==> src/rtl/hvsp_target_emu.sv <==
// HVSP target emulator: receives 11-bit SDI/SII frames clocked by SCI and
// returns a preloaded response byte on SDO, framed the same way.
module hvsp_target_emu #(
    parameter int SYNC_STAGES    = 2,
    parameter int TIMEOUT_CYCLES = 4095
) (
    input  logic       osc,
    input  logic       rst,
    input  logic       prog_en,
    input  logic       sci,
    input  logic       sdi,
    input  logic       sii,
    output logic       sdo,
    output logic       sdo_oe,
    input  logic [7:0] resp_data,
    input  logic       resp_wr,
    output logic [7:0] rx_sdi,
    output logic [7:0] rx_sii,
    output logic       rx_valid,
    output logic       rx_err,
    output logic       busy
);

    // state  | meaning
    // S_IDLE | no frame in progress, sdo holds the start-bit value
    // S_HIGH | bit sampled on SCI rise, waiting for SCI fall
    // S_LOW  | next SDO bit driven, waiting for SCI rise
    // S_DONE | one cycle after the 11th fall, counter and sdo cleared
    typedef enum logic [1:0] {S_IDLE, S_HIGH, S_LOW, S_DONE} state_t;

    localparam logic [15:0] TIMEOUT_LOAD = 16'(TIMEOUT_CYCLES - 1);

    logic [SYNC_STAGES-1:0] sci_sync, sdi_sync, sii_sync;
    logic                   sci_prev;
    logic                   sci_s, sdi_s, sii_s;
    logic                   rise, fall, edge_any, timeout;

    state_t      state, state_nx;
    logic [3:0]  bit_cnt, bit_cnt_nx, cnt_inc;
    logic [10:0] sdi_sh, sdi_sh_nx, sii_sh, sii_sh_nx;
    logic [10:0] tx_shift, tx_shift_nx;
    logic [15:0] idle_cnt, idle_cnt_nx;
    logic [7:0]  resp_reg, resp_reg_nx;
    logic [7:0]  rx_sdi_nx, rx_sii_nx;
    logic        sdo_nx, rx_valid_nx, rx_err_nx, frame_ok;

    always_ff @(posedge osc or posedge rst) begin
        if (rst) begin
            sci_sync <= '0;
            sdi_sync <= '0;
            sii_sync <= '0;
            sci_prev <= 1'b0;
        end else begin
            sci_sync <= {sci_sync[SYNC_STAGES-2:0], sci};
            sdi_sync <= {sdi_sync[SYNC_STAGES-2:0], sdi};
            sii_sync <= {sii_sync[SYNC_STAGES-2:0], sii};
            sci_prev <= sci_sync[SYNC_STAGES-1];
        end
    end

    assign sci_s    = sci_sync[SYNC_STAGES-1];
    assign sdi_s    = sdi_sync[SYNC_STAGES-1];
    assign sii_s    = sii_sync[SYNC_STAGES-1];
    assign rise     = sci_s & ~sci_prev;
    assign fall     = ~sci_s & sci_prev;
    assign edge_any = rise | fall;
    assign busy     = (state == S_HIGH) || (state == S_LOW);
    // An SCI edge in the same cycle always beats an expiring idle timer.
    assign timeout  = busy && !edge_any && (idle_cnt == 16'd0);
    assign frame_ok = !sdi_sh[10] && (sdi_sh[1:0] == 2'b00) &&
                      !sii_sh[10] && (sii_sh[1:0] == 2'b00);

    always_ff @(posedge osc or posedge rst) begin
        if (rst) begin
            state    <= S_IDLE;
            bit_cnt  <= 4'd0;
            sdi_sh   <= '0;
            sii_sh   <= '0;
            tx_shift <= '0;
            idle_cnt <= '0;
            resp_reg <= 8'h00;
            rx_sdi   <= 8'h00;
            rx_sii   <= 8'h00;
            rx_valid <= 1'b0;
            rx_err   <= 1'b0;
            sdo      <= 1'b0;
            sdo_oe   <= 1'b0;
        end else begin
            state    <= state_nx;
            bit_cnt  <= bit_cnt_nx;
            sdi_sh   <= sdi_sh_nx;
            sii_sh   <= sii_sh_nx;
            tx_shift <= tx_shift_nx;
            idle_cnt <= idle_cnt_nx;
            resp_reg <= resp_reg_nx;
            rx_sdi   <= rx_sdi_nx;
            rx_sii   <= rx_sii_nx;
            rx_valid <= rx_valid_nx;
            rx_err   <= rx_err_nx;
            sdo      <= sdo_nx;
            sdo_oe   <= prog_en;
        end
    end

    always_comb begin
        state_nx    = state;
        bit_cnt_nx  = bit_cnt;
        cnt_inc     = bit_cnt + 4'd1;
        sdi_sh_nx   = sdi_sh;
        sii_sh_nx   = sii_sh;
        tx_shift_nx = tx_shift;
        idle_cnt_nx = idle_cnt;
        resp_reg_nx = resp_wr ? resp_data : resp_reg;
        rx_sdi_nx   = rx_sdi;
        rx_sii_nx   = rx_sii;
        rx_valid_nx = 1'b0;
        rx_err_nx   = 1'b0;
        sdo_nx      = sdo;

        if (!prog_en) begin
            state_nx   = S_IDLE;
            bit_cnt_nx = 4'd0;
            sdo_nx     = 1'b0;
        end else begin
            if (busy) begin
                if (edge_any)
                    idle_cnt_nx = TIMEOUT_LOAD;
                else if (idle_cnt != 16'd0)
                    idle_cnt_nx = idle_cnt - 16'd1;
            end

            case (state)
                S_IDLE: begin
                    if (rise) begin
                        // resp_reg is read before any same-cycle write lands
                        tx_shift_nx = {1'b0, resp_reg, 2'b00};
                        sdi_sh_nx   = {sdi_sh[9:0], sdi_s};
                        sii_sh_nx   = {sii_sh[9:0], sii_s};
                        idle_cnt_nx = TIMEOUT_LOAD;
                        state_nx    = S_HIGH;
                    end
                end
                S_HIGH: begin
                    if (fall) begin
                        bit_cnt_nx = cnt_inc;
                        if (cnt_inc == 4'd11) begin
                            state_nx    = S_DONE;
                            rx_sdi_nx   = sdi_sh[9:2];
                            rx_sii_nx   = sii_sh[9:2];
                            rx_valid_nx = frame_ok;
                            rx_err_nx   = !frame_ok;
                        end else begin
                            sdo_nx   = tx_shift[4'd10 - cnt_inc];
                            state_nx = S_LOW;
                        end
                    end else if (timeout) begin
                        rx_err_nx  = 1'b1;
                        bit_cnt_nx = 4'd0;
                        sdo_nx     = 1'b0;
                        state_nx   = S_IDLE;
                    end
                end
                S_LOW: begin
                    if (rise) begin
                        sdi_sh_nx = {sdi_sh[9:0], sdi_s};
                        sii_sh_nx = {sii_sh[9:0], sii_s};
                        state_nx  = S_HIGH;
                    end else if (timeout) begin
                        rx_err_nx  = 1'b1;
                        bit_cnt_nx = 4'd0;
                        sdo_nx     = 1'b0;
                        state_nx   = S_IDLE;
                    end
                end
                default: begin
                    bit_cnt_nx = 4'd0;
                    sdo_nx     = 1'b0;
                    state_nx   = S_IDLE;
                end
            endcase
        end
    end

endmodule

==> config.mk <==
export PLATFORM = sky130hd
export DESIGN_NAME = hvsp_target_emu
export DESIGN_NICKNAME = d
export VERILOG_FILES = /design/src/rtl/hvsp_target_emu.sv
export SDC_FILE = /design/constraint.sdc
export NUM_CORES = 1
export LEC_CHECK = 0
export CELL_PAD_IN_SITES_DETAIL_PLACEMENT = 0
export CELL_PAD_IN_SITES_GLOBAL_PLACEMENT = 2
export CORE_MARGIN = 10
export CORE_UTILIZATION = 39
export DETAILED_ROUTE_END_ITERATION = 8
export PLACE_DENSITY_LB_ADDON = 0.1
export SYNTH_ARGS = -nofsm -noshare
export SYNTH_HDL_FRONTEND = slang
export SYNTH_SLANG_ARGS = --single-unit
==> constraint.sdc <==
create_clock -name osc -period 4 [get_ports osc]
set_clock_uncertainty 0.2 [all_clocks]
set_input_delay 0.8 -clock osc [delete_from_list [all_inputs] [get_ports osc]]
set_output_delay 0.8 -clock osc [all_outputs]
set_load 0.03 [all_outputs]
# After elaboration in Yosys (flattened, before gate mapping)
# Cells that the tools add are included.
dict set report totals {
  reg_bits 87
  input_bits 15
  out_inout_bits 21
  elab_cells 89
}
dict set report classes {
  add_sub_neg 3
  order_cmp 1
  eq_ne 7
  n_mux 35
  n_bitwise 5
  n_reduce_logical 21
}
# operator n
set ops {}
lappend ops {{16-bit two-way mux} 5}
lappend ops {{16-bit logical NOT} 1}
lappend ops {{1-bit two-way mux} 16}
lappend ops {{4-bit two-way mux} 4}
lappend ops {{16-bit nonzero test} 1}
lappend ops {{16-bit by 1-bit subtractor with 16-bit output (second input constant)} 1}
lappend ops {{4-bit one-hot mux with 3 select lines} 1}
lappend ops {{2-bit two-way mux} 5}
lappend ops {{3-bit AND reduction} 3}
lappend ops {{2-bit logical NOT} 3}
lappend ops {{3-bit inequality test (second input constant)} 2}
lappend ops {{2-bit one-hot mux with 3 select lines} 1}
lappend ops {{1-bit logical AND} 5}
lappend ops {{4-bit by 5-bit < comparator with 1-bit output (second input constant)} 1}
lappend ops {{4-bit by 1-bit adder with 4-bit output (second input constant)} 1}
lappend ops {{1-bit binary-select mux with 4-bit select} 1}
lappend ops {{4-bit == test (second input constant)} 1}
lappend ops {{1-bit logical NOT} 4}
lappend ops {{4-bit inequality test (second input constant)} 1}
lappend ops {{4-bit AND reduction} 1}
lappend ops {{4-bit subtractor (first input constant)} 1}
lappend ops {{1-bit one-hot mux with 3 select lines} 1}
lappend ops {{1-bit AND} 2}
lappend ops {{2-bit by 1-bit == test with 1-bit output (second input constant)} 1}
lappend ops {{other kinds (8)} 9}

# Depth between registers and ports, before layout
# Gate-level depths: netlist (run 1).
dict set report depth {
  depth_word 10
  depth_mapped 9
  depth_no_buf 7
}

# Least setup slack after synthesis (run 1)
# Ideal clock, no wire load.
dict set report synth_path {
  path_type {reg-to-reg}
  startpoint {register bit_cnt[1]}
  endpoint {register rx_sdi[0]}
  setup_time_ns 0.125
  t_arrival_ns 2.125
  required_ns 3.675
  path_slack_ns 1.550
  stages_incl_launch_ff 8
  synth_period_minus_slack_ns 2.450
  cell_sequence {dfrtp_1 > ha_1 > clkbuf_1 > mux2_2 > o21ai_0 > nand2_2 > buf_2 > mux2_2}
}
dict set report synth_via {
  elab_chain_cells 3
}
# item line_no
set synth_rtl {}
lappend synth_rtl {{start: declaration} 39} ;# logic [3:0] bit_cnt, bit_cnt_nx, cnt_inc;
lappend synth_rtl {{start signal: assignment} 90} ;# bit_cnt <= bit_cnt_nx;
lappend synth_rtl {{4-bit by 1-bit adder with 4-bit output} 108} ;# cnt_inc = bit_cnt + 4'd1;
lappend synth_rtl {{4-bit == test} 146} ;# if (cnt_inc == 4'd11) begin
lappend synth_rtl {{4-bit AND reduction (no line)} --}
lappend synth_rtl {{end signal: assignment} 96} ;# rx_sdi <= rx_sdi_nx;
lappend synth_rtl {{end: declaration} 17} ;# output logic [7:0] rx_sdi,
# Every way passes these cells.
# A chain may end at the register's enable or synchronous reset.

# Worst setup path in the final report (run 1)
dict set report layout_path {
  startpoint {register state[1]}
  endpoint {output busy}
}
dict set report layout_via {
  elab_chain_cells 2
  elab_cells_between_ends 3
  cone_classes {eq/ne (2); reduce/logical (1)}
}
# item line_no
set layout_rtl {}
lappend layout_rtl {{start: declaration} 38} ;# state_t state, state_nx;
lappend layout_rtl {{start signal: assignment} 89} ;# state <= state_nx;
lappend layout_rtl {{2-bit by 1-bit == test with 1-bit output or 2-bit == test (tied branches)} 67} ;# assign busy = (state == S_HIGH) || (state == S_LOW);
lappend layout_rtl {{1-bit logical OR (*)} 67}
lappend layout_rtl {{end: declaration} 21} ;# output logic busy
# Mark *: on every way between the ends. The rest lies on a longest branch, timed or not.

==> key figures, run 1 <==
Outcome
  – Status: finished, final reports clean

Timing
  – Worst-Margin Slew: between 0.8 and 0.9 ns
  – RSZ-0062 raised after global routing: false
  – Final min period: between 3 and 4 ns
  – Setup TNS Final: 0 ns
  – Final period utilization: 75.9%
  – Fin. Hold Viols: 0
  – Fmax: 0.329 GHz
  – Max-slew headroom: 44.5%
  – Max-slew violation count: 0
  – Final setup vio count: 0

Layout
  – Antenna Cells: 0
  – Reg with most FFs: idle_cnt
  – Share of cells above drive strength 1: a little under a quarter
  – Top Registers: idle_cnt: 16 flops, sdi_sh: 11 flops, sii_sh: 11 flops
  – Reg area: between 2000 and 2500 µm²
  – Max reg flops: 16
  – Layout overhead on the synthesized area: 16.9%
  – Multi-input gate area in the final layout: around 1800 µm²
  – Nets: 393
  – Final core occ: between 40% and 50%
  – Layout Cells excl Fill: 507
  – Fill cells: 951

Worst setup path
  – Crit-path slowest cell: clkdlybuf4s50_1
  – Crit Path Category: flop to primary output
  – Worst-path cell chain: inv_1 -> ha_1 -> clkdlybuf4s50_1
  – CP Launch Type: flop
  – Worst-path fanout max: 9
  – CP endpoint kind: primary output
  – FF-to-FF path depth: 5
  – CP arrival: 2.04 ns
  – CP peak stage delay: roughly 0.73 ns
  – Required time worst endpoint: 3.00 ns

Die
  – Initial core utilization: ~40%
  – Die width: 122 µm
  – DIE AREA: about 15,000 µm²
  – Core Rows: 37
  – Core area: between 10,000 and 15,000 µm²
  – Ports: 36
  – Die Ht: 122 µm

Synth
  – List of most frequent post-synthesis cells: dfrtp_1 (87), mux2_2 (56), o21ai_0 (18)
  – Synth async-reset ratio: 100%
  – Synth Flop Type: dfrtp_1
  – Gate Count Post-Synth: 333
  – Area contributors post-synth: dfrtp_1 (54%), mux2_2 (16%), ha_1 (3.4%)
  – Post-synthesis adder-cell area fraction: between 3 and 4%
  – Mux cell area share after synthesis: 17.1%
  – Compound-Gate Fraction of Synth Area: 10.4%
  – Simple-gate share of the synthesized area: 11.6%
  – Flop and latch count out of synthesis: 87
  – Mapped Nets: 359
  – Cell Area, Synth: 4050 µm²
  – Post-synth EDFFs: 0
  – Most frequent cell after synthesis: dfrtp_1
  – Sequential area share after synthesis: around 54%
  – Largest family of logic cells by synthesized area: multiplexers
  – Post-synth top area cell: dfrtp_1
  – Avg Inst Size Synth: approximately 12 µm²
  – Ys Warns: 0
  – Yosys cell types: 53
  – Post-synth top area share: 53.8%
  – XOR/XNOR Fraction of Synth Area: 0.865%

Clock network
  – Post-CTS Hold Fix Bufs: 0
  – Clk sinks: 87
  – Clock Path Buffers: 2
  – CTS tree: built
  – H-tree depth: 3
  – Worst skew pair latency: approximately 0.36 ns
  – Post-CTS Setup Bufs: 0
  – CTS buffer count: 9
  – Post-cts resize count: 0
  – Clock root cell: clkbuf_8
  – CTS clk-pin slew, worst paths: 0.09 ns

Detailed routing
  – Remaining DRCs: 0
  – Total wire length: 7990 µm
  – Drt first-iter violations: 142
  – TritonRoute pass-1 iters: 4
  – WL/cell: 15.8 µm
  – DRT antenna net count: 0
  – Via Count: 2,610
  – Vias per inst: 5.15

Power
  – Max IR drop VDD: 0.292 mV
  – Pwr Density: ~460 nW/µm²
  – Leakage: 2.04 nW

Run
  – Max-Cap Viols: 0

Placement
  – IO Port Bufs: 35
  – Post-DP HPWL: 5380 µm
  – Cell total after placement: 492
  – Gp weighted congestion: 0.796

GRT
  – First-pass GRT wire length: 14,000 µm
  – Global Route Usage Sum: 11.9%
  – Initial antenna violation count: 0
  – Vias in the first global route: between 2k and 3k
  – Pin count of the biggest net entering global routing: 48
  – Total gr overflow: 0

Worst hold path
  – Hold path depth: 0
  – Worst hold path type: flop to flop
## cell families after synthesis
kind of cell | after synthesis
flip-flops | 87
AND/OR/NAND/NOR | 80
AO/OA/AOI/OAI | 62
multiplexers | 61
buffers and inverters | 28
adder cells (fa/ha/maj) | 11
XOR/XNOR | 4
## per-layer routing
| layer | track usage, % | share of wire, % |
|---|---|---|
| met1 | 14.9 | 47 |
| met2 | 17.9 | 46 |
| met3 | 4.81 | 5.6 |
| met4 | 4.99 | 1.1 |
| met5 | 0 | 0 |
## final timing paths
| check | startpoint | to | slack, ns |
|---|---|---|---|
| setup / recovery | state[1]$_DFFE_PP0P_ | busy | 0.96 |
| hold reg to reg | sii_sync[0]$_DFF_PP0_ | sii_sync[1]$_DFF_PP0_ | 0.16 |
| min in group asynchronous | rst | rx_sdi[5]$_DFFE_PP0P_ | 0.70 |
| max in group asynchronous | rst | idle_cnt[3]$_DFFE_PP0P_ | 2.23 |
| setup reg to reg | bit_cnt[0]$_DFFE_PP0P_ | rx_sii[2]$_DFFE_PP0P_ | 1.11 |
| hold / removal | sii_sync[0]$_DFF_PP0_ | sii_sync[1]$_DFF_PP0_ | 0.16 |
## critical path: cells and delay by family, from the launching register on
kind       cells  cell delay [ns]
buf+inv        2             0.81
fa+ha+maj      1             0.46
flops          1             0.41
## stage by stage
step	total power [mW]	worst slack [ns]	cell area [µm²]	hold WS, ns
CTS	2.23	0.900	4730	0.159
global placement	1.59	1.11	4540	0.132
finish	2.19	0.962	4730	0.157
detailed placement	1.60	1.10	4540	0.137
global route	2.34	0.822	4730	0.164
floorplan	1.46	0.750	4050	0.131
## cell type report
type | count | area share [%]
inverters | 13 | 1.06
flip-flops and latches | 87 | 46.0
clock buffers | 9 | 2.62
well taps | 136 | 3.60
repair buffers | 38 | 8.14
multi-input cells | 218 | 37.1
clock inverters | 6 | 1.45
## report_power, final
part / total [mW] / internal, mW / switching, mW
clock network: 0.615 / 0.290 / 0.325
logic: 0.443 / 0.224 / 0.219
registers: 1.13 / 1.03 / 0.100
## cell usage in the layout (no fill, tap or decap), types with 5 or more instances in the layout
master and instances:
clkdlybuf4s50_1 35, nor4_1 7, a21oi_1 11, nor2_1 11, ha_1 11, nor3_1 8
nand3_1 9, inv_1 12, clkbuf_8 9, o21ai_0 18, nand2_1 11, dfrtp_1 87
and3_1 5, mux2_2 56
Power figures use the tool's default switching activity.
==> run 2: changes to the inputs <==
--- a/config.mk
+++ b/config.mk
@@ -8,7 +8,7 @@
 export CELL_PAD_IN_SITES_DETAIL_PLACEMENT = 0
 export CELL_PAD_IN_SITES_GLOBAL_PLACEMENT = 2
 export CORE_MARGIN = 10
-export CORE_UTILIZATION = 39
+export CORE_UTILIZATION = 35
 export DETAILED_ROUTE_END_ITERATION = 8
 export PLACE_DENSITY_LB_ADDON = 0.1
 export SYNTH_ARGS = -nofsm -noshare
==> constraint.sdc (replaced) <==
create_clock -name osc -period 2.65 [get_ports osc]
set_clock_uncertainty 0.2 [all_clocks]
set_input_delay 0.53 -clock osc [delete_from_list [all_inputs] [get_ports osc]]
set_output_delay 0.53 -clock osc [all_outputs]
set_load 0.03 [all_outputs]
==> run 2 against run 1 <==
Global-route usage decreased by 0.96 points. Sequential cell count unchanged. First-iteration DRC count decreased by 28%. Design area increased by 5.8%. Combinational power increased by 62%. Hold slack got worse by 0.0073 ns. Sequential power increased by 51%. Non-clock buffer count increased by 17. Sequential share of layout area decreased by 2.5 points. Clock power increased by 120%. Die area increased by 9.5%. Routed wire length increased by 2.9%. Critical path type is now flop to flop. Largest power group unchanged. Highest routed layer unchanged.
==> key figures, run 2 (synthesis results as in run 1) <==
Outcome
  – Status: finished, final reports clean

Die
  – Initial core utilization: 35.6% (-4.0 points)
  – Die Ht: 128 µm (+4.6%)
  – Ports: 36 (unchanged)
  – Core area: 11,400 µm² (+11%)
  – Core Rows: 39 (+5.4%)
  – Die width: 128 µm (+4.6%)
  – DIE AREA: 16,300 µm² (+9.5%)

Layout
  – Max reg flops: 16 (unchanged)
  – Final core occ: 44.1% (-2.2 points)
  – Reg with most FFs: idle_cnt
  – Layout overhead on the synthesized area: 23.7%
  – Top Registers: idle_cnt: 16 flops, sdi_sh: 11 flops, sii_sh: 11 flops
  – Commonest non-fill, non-tap cell in the layout: dfrtp_1
  – Nets: 410 (+4.3%)
  – Commonest non-fill, non-tap cells in the layout: dfrtp_1 (87), mux2_2 (56), clkdlybuf4s50_1 (34)
  – Share of cells above drive strength 1: 26.5% (+3.0 points)
  – Antenna Cells: 0 (unchanged)

Clock network
  – H-tree depth: 3 (unchanged)
  – CTS tree: built
  – Clk sinks: 87 (unchanged)
  – Clock root cell: clkbuf_16
  – Clock Path Buffers: 2 (unchanged)
  – CTS buffer count: 9 (unchanged)
  – Post-CTS Hold Fix Bufs: 0 (unchanged)
  – Worst skew pair latency: 0.33 ns (-0.03 ns)
  – CTS clk-pin slew, worst paths: 0.06 ns (-0.03 ns)

Timing
  – Max-slew headroom: 67.9% (+23 points)
  – Setup TNS Final: 0 ns (unchanged)
  – Fmax: 0.411 GHz
  – Final min period: 2.43 ns
  – RSZ-0062 raised after global routing: false
  – Worst-Margin Slew: 0.480 ns (-0.352 ns)
  – Max-slew violation count: 0 (unchanged)
  – Fin. Hold Viols: 0 (unchanged)
  – Final period utilization: 91.7%
  – Final setup vio count: 0 (unchanged)

Worst setup path
  – Crit Path Category: flop to flop
  – Required time worst endpoint: 2.64 ns (-0.36 ns)
  – Worst-path fanout max: 9 (unchanged)
  – CP endpoint kind: flop
  – CP arrival: 2.43 ns (+0.39 ns)
  – CP peak stage delay: 0.58 ns (-0.15 ns)
  – Crit-path slowest cell: or4_4
  – Worst-path cell chain: or4_4 -> and4b_2 -> a21oi_1 -> o311ai_1 -> nand3_1
  – CP Launch Type: flop

Placement
  – Post-DP HPWL: 5670 µm (+5.4%)
  – Gp weighted congestion: 0.725 (-9.0%)
  – IO Port Bufs: 35 (unchanged)

GRT
  – Initial antenna violation count: 0 (unchanged)
  – Total gr overflow: 0 (unchanged)
  – Pin count of the biggest net entering global routing: 88 (+83%)
  – Global Route Usage Sum: 11.0% (-0.96 points)
  – Vias in the first global route: 2,873 (+3.8%)
  – First-pass GRT wire length: 14,600 µm (+4.7%)

Detailed routing
  – WL/cell: 15.5 µm (-1.9%)
  – Via Count: 2,680 (+2.7%)
  – DRT antenna net count: 0 (unchanged)
  – Total wire length: 8220 µm (+2.9%)
  – TritonRoute pass-1 iters: 4 (unchanged)
  – Vias per inst: 5.04 (-2.1%)
  – Drt first-iter violations: 102 (-28%)
  – Remaining DRCs: 0 (unchanged)

Power
  – Pwr Density: 752 nW/µm² (+63%)
  – Leakage: 2.19 nW (+7.5%)
  – Max IR drop VDD: 0.347 mV (+19%)

Run
  – Max-Cap Viols: 0 (unchanged)

Worst hold path
  – Worst hold path type: flop to flop
[run 2: through the flow]
stage | setup slack, ns | hold WS, ns | power, mW | instance area [µm²] | std cells
2_1_floorplan | 0.200 | 0.131 | 2.21 | 4050 | 333
3_3_place_gp | 0.0830 | 0.132 | 2.45 | 4690 | 516
3_5_place_dp | 0.0811 | 0.136 | 2.47 | 4690 | 516
4_1_cts | 0.0654 | 0.151 | 3.83 | 5000 | 532
5_1_grt | 0.0179 | 0.153 | 4.00 | 5010 | 532
6_report | 0.219 | 0.150 | 3.77 | 5010 | 532
[run 2: final timing paths]
check,start,end,slack [ns],cells past startpoint
max in group asynchronous,rst,idle_cnt[13]$_DFFE_PP0P_,1.42,3
worst max-delay path,idle_cnt[10]$_DFFE_PP0P_,sdo$_DFFE_PP0P_,0.22,5
min in group asynchronous,rst,rx_sdi[4]$_DFFE_PP0P_,0.47,3
worst min register to register,sdi_sync[0]$_DFF_PP0_,sdi_sync[1]$_DFF_PP0_,0.15,0
worst min-delay path,sdi_sync[0]$_DFF_PP0_,sdi_sync[1]$_DFF_PP0_,0.15,0
worst max register to register,idle_cnt[10]$_DFFE_PP0P_,sdo$_DFFE_PP0P_,0.22,5
[run 2: cell type report]
type	instances	area, µm²
Fill cell	1065	6360
Clock buffer	11	233
Sequential cell	87	2180
Multi-Input combinational cell	218	1760
Tap cell	143	179
Clock inverter	5	81.3
Timing Repair Buffer	55	524
Inverter	13	52.6
[run 2: worst max-delay path: cells and delay by family, from the launching register on]
| family | cells | cell delay, ns |
|---|---|---|
| AO/OA/AOI/OAI | 2 | 0.51 |
| flip-flops | 1 | 0.43 |
| AND/OR/NAND/NOR | 3 | 1.14 |
[run 2: report_power, final]
group          internal [mW]  leakage [nW]  total, mW  switching (mW)
combinational          0.373         0.951      0.717           0.343
sequential              1.56          1.09       1.71           0.150
clock                  0.829         0.150       1.34           0.516
[run 2: layer usage]
layer,part of all wire (%),global-route usage (%)
met1,50,14.3
met2,45,17.0
met3,3.3,2.44
met4,1.8,4.82
met5,0,0
[run 2: repair_timing]
item	4_1_cts	5_1_grt
gates resized for setup	1	2
buffers inserted	0	0
endpoints found under the setup margin	1	7
==> run 3: changes to the inputs <==
--- a/config.mk
+++ b/config.mk
@@ -7,6 +7,7 @@
 export LEC_CHECK = 0
 export CELL_PAD_IN_SITES_DETAIL_PLACEMENT = 0
 export CELL_PAD_IN_SITES_GLOBAL_PLACEMENT = 2
+export CORE_ASPECT_RATIO = 1.75
 export CORE_MARGIN = 10
 export CORE_UTILIZATION = 35
 export DETAILED_ROUTE_END_ITERATION = 8
==> run 3 against run 2 <==
Global-route usage down 0.23 points. Hold slack worse by 0.0026 ns. Cell count down 2.1%. Core utilization up 0.50 points. Non-clock buffer count unchanged. Die area up 1.0%. Critical path type is now flop to primary output. Highest routed layer unchanged.
==> key figures, run 3 (synthesis results as in run 1) <==
Layout
  – Commonest non-fill, non-tap cell in the layout: dfrtp_1
  – Antenna Cells: 0 (unchanged)
  – Top Registers: idle_cnt: 16 flops, sdi_sh: 11 flops, sii_sh: 11 flops
  – Layout overhead on the synthesized area: 23.6% (about the same)
  – Share of cells above drive strength 1: 27.0% (+0.51 points)
  – Reg with most FFs: idle_cnt
  – Nets: 410 (unchanged)
  – Max reg flops: 16 (unchanged)
  – Post-route cell area: 5000 µm² (about the same)
  – Commonest non-fill, non-tap cells in the layout: dfrtp_1 (87), mux2_2 (56), clkdlybuf4s50_1 (34)

GRT
  – Vias in the first global route: 2,904 (+1.1%)
  – Pin count of the biggest net entering global routing: 88 (unchanged)
  – Total gr overflow: 0 (unchanged)
  – Global Route Usage Sum: 10.7% (-0.23 points)
  – Initial antenna violation count: 0 (unchanged)
  – First-pass GRT wire length: 14,200 µm (-3.3%)

Detailed routing
  – WL/cell: 16.2 µm (+5.0%)
  – TritonRoute pass-1 iters: 4 (unchanged)
  – Via Count: 2,736 (+2.1%)
  – Drt first-iter violations: 129 (+26%)
  – Total wire length: 8460 µm (+2.9%)
  – Remaining DRCs: 0 (unchanged)
  – DRT antenna net count: 0 (unchanged)
  – Vias per inst: 5.25 (+4.2%)

Worst setup path
  – CP Launch Type: flop
  – CP Capture Point: busy
  – Crit Path Category: flop to primary output
  – FF-to-FF Start: idle_cnt[10]$_DFFE_PP0P_
  – CP Launch Point: state[1]$_DFFE_PP0P_
  – R2r setup slk: 0.24 ns (+0.02 ns)
  – CP endpoint kind: primary output
  – Required time worst endpoint: 1.92 ns (-0.72 ns)
  – FF-to-FF path depth: 5 (unchanged)
  – Worst-path fanout max: 9 (unchanged)
  – RR Endpoint: idle_cnt[0]$_DFFE_PP0P_
  – CP arrival: 1.72 ns (-0.71 ns)

Die
  – Core Rows: 51 (+31%)
  – Die width: 101 µm (-21%)
  – Initial core utilization: 36.1% (+0.44 points)
  – Ports: 36 (unchanged)
  – Die Ht: 162 µm (+27%)
  – DIE AREA: 16,400 µm² (+1.0%)
  – Core area: 11,200 µm² (-1.2%)

Clock network
  – Post-CTS Hold Fix Bufs: 0 (unchanged)
  – CTS buffer count: 9 (unchanged)
  – CTS tree: built
  – Clock Path Buffers: 2 (unchanged)
  – Worst skew pair latency: 0.34 ns (about the same)
  – H-tree depth: 3 (unchanged)
  – Clock root cell: clkbuf_16
  – CTS clk-pin slew, worst paths: 0.06 ns (about the same)
  – Clk sinks: 87 (unchanged)

Timing
  – Final setup vio count: 0 (unchanged)
  – Final period utilization: 92.3% (+0.56 points)
  – RSZ-0062 raised after global routing: false
  – Max-slew violation count: 0 (unchanged)
  – Setup TNS Final: 0 ns (unchanged)
  – Worst-Margin Slew: 0.534 ns (+0.0540 ns)
  – Fmax: 0.409 GHz (-0.60%)
  – Final hold slack: 0.147 ns (-0.00260 ns)
  – Final min period: 2.45 ns (+0.0148 ns)
  – Fin. Hold Viols: 0 (unchanged)
  – Max-slew headroom: 64.1% (-3.8 points)

Placement
  – Post-DP HPWL: 5960 µm (+5.1%)
  – Post-DP Area: 4690 µm² (about the same)
  – Gp weighted congestion: 0.786 (+8.5%)
  – IO Port Bufs: 35 (unchanged)

Power
  – Leakage: 2.19 nW (about the same)
  – Pwr Density: 747 nW/µm² (-0.75%)
  – Max IR drop VDD: 0.395 mV (+14%)

Outcome
  – Status: finished, final reports clean

Run
  – Max-Cap Viols: 0 (unchanged)

Worst hold path
  – Worst hold path type: flop to flop
run 3: cell types whose count changed in the layout (fill, tap and decap cells not counted), sizes merged:
cell	before	now
bufinv	2	1
clkbuf	11	10
clkinv	1	3
clkinvlp	2	1
inv	13	14
run 3: cell type report:
type	instances	area, µm²
clock inverters	6	76.3
flip-flops and latches	87	2180
fillers	1085	6230
clock buffers	10	239
well taps	132	165
multi-input cells	218	1760
inverters	13	52.6
repair buffers	55	537
run 3: per-layer routing:
metal / GRT usage (%) / wire, µm
met3: 2.68 / 318
met2: 18.5 / 4540
met5: 0 / 0
met1: 11.7 / 3450
met4: 5.22 / 150
run 3: stage by stage:
| stage | worst slack, ns | util, % | power [mW] | cells |
|---|---|---|---|---|
| global route | 0.0843 | 44.6 | 3.94 | 521 |
| detailed placement | 0.151 | 41.8 | 2.45 | 505 |
| global placement | 0.167 | 41.8 | 2.44 | 505 |
| finish | 0.205 | 44.6 | 3.74 | 521 |
| floorplan | 0.200 | - | 2.21 | 333 |
| CTS | 0.168 | 44.6 | 3.79 | 521 |
run 3: worst min-delay path by stage:
stage,slack [ns],startpoint,cells after the start,end
2_1_floorplan,0.13,sci_sync[0]$_DFF_PP0_,0,sci_sync[1]$_DFF_PP0_
3_3_place_gp,0.13,sii_sync[0]$_DFF_PP0_,0,sii_sync[1]$_DFF_PP0_
3_5_place_dp,0.13,sci_sync[0]$_DFF_PP0_,0,sci_sync[1]$_DFF_PP0_
4_1_cts,0.15,sci_sync[0]$_DFF_PP0_,0,sci_sync[1]$_DFF_PP0_
5_1_grt,0.17,sii_sync[0]$_DFF_PP0_,0,sii_sync[1]$_DFF_PP0_
6_report,0.15,sci_sync[0]$_DFF_PP0_,0,sci_sync[1]$_DFF_PP0_
run 3: worst max-delay path, cell delays in order, from the launching register on:
cell           delay (ns)
dfrtp_1              0.39
inv_1                0.08
ha_1                 0.46
dlygate4sd2_1        0.45
run 3: what timing repair did:
action | 4_1_cts | 5_1_grt
resized for setup | 1 | 0
endpoints found under the setup margin | 1 | 0
buffers inserted | 0 | 0
hold endpoints to repair | 0 | 0
run 3: where the power goes:
group | leakage [nW] | internal [mW] | switching, mW
sequential | 1.09 | 1.56 | 0.147
clock | 0.155 | 0.771 | 0.556
combinational | 0.947 | 0.362 | 0.343
total | 2.19 | 2.69 | 1.05
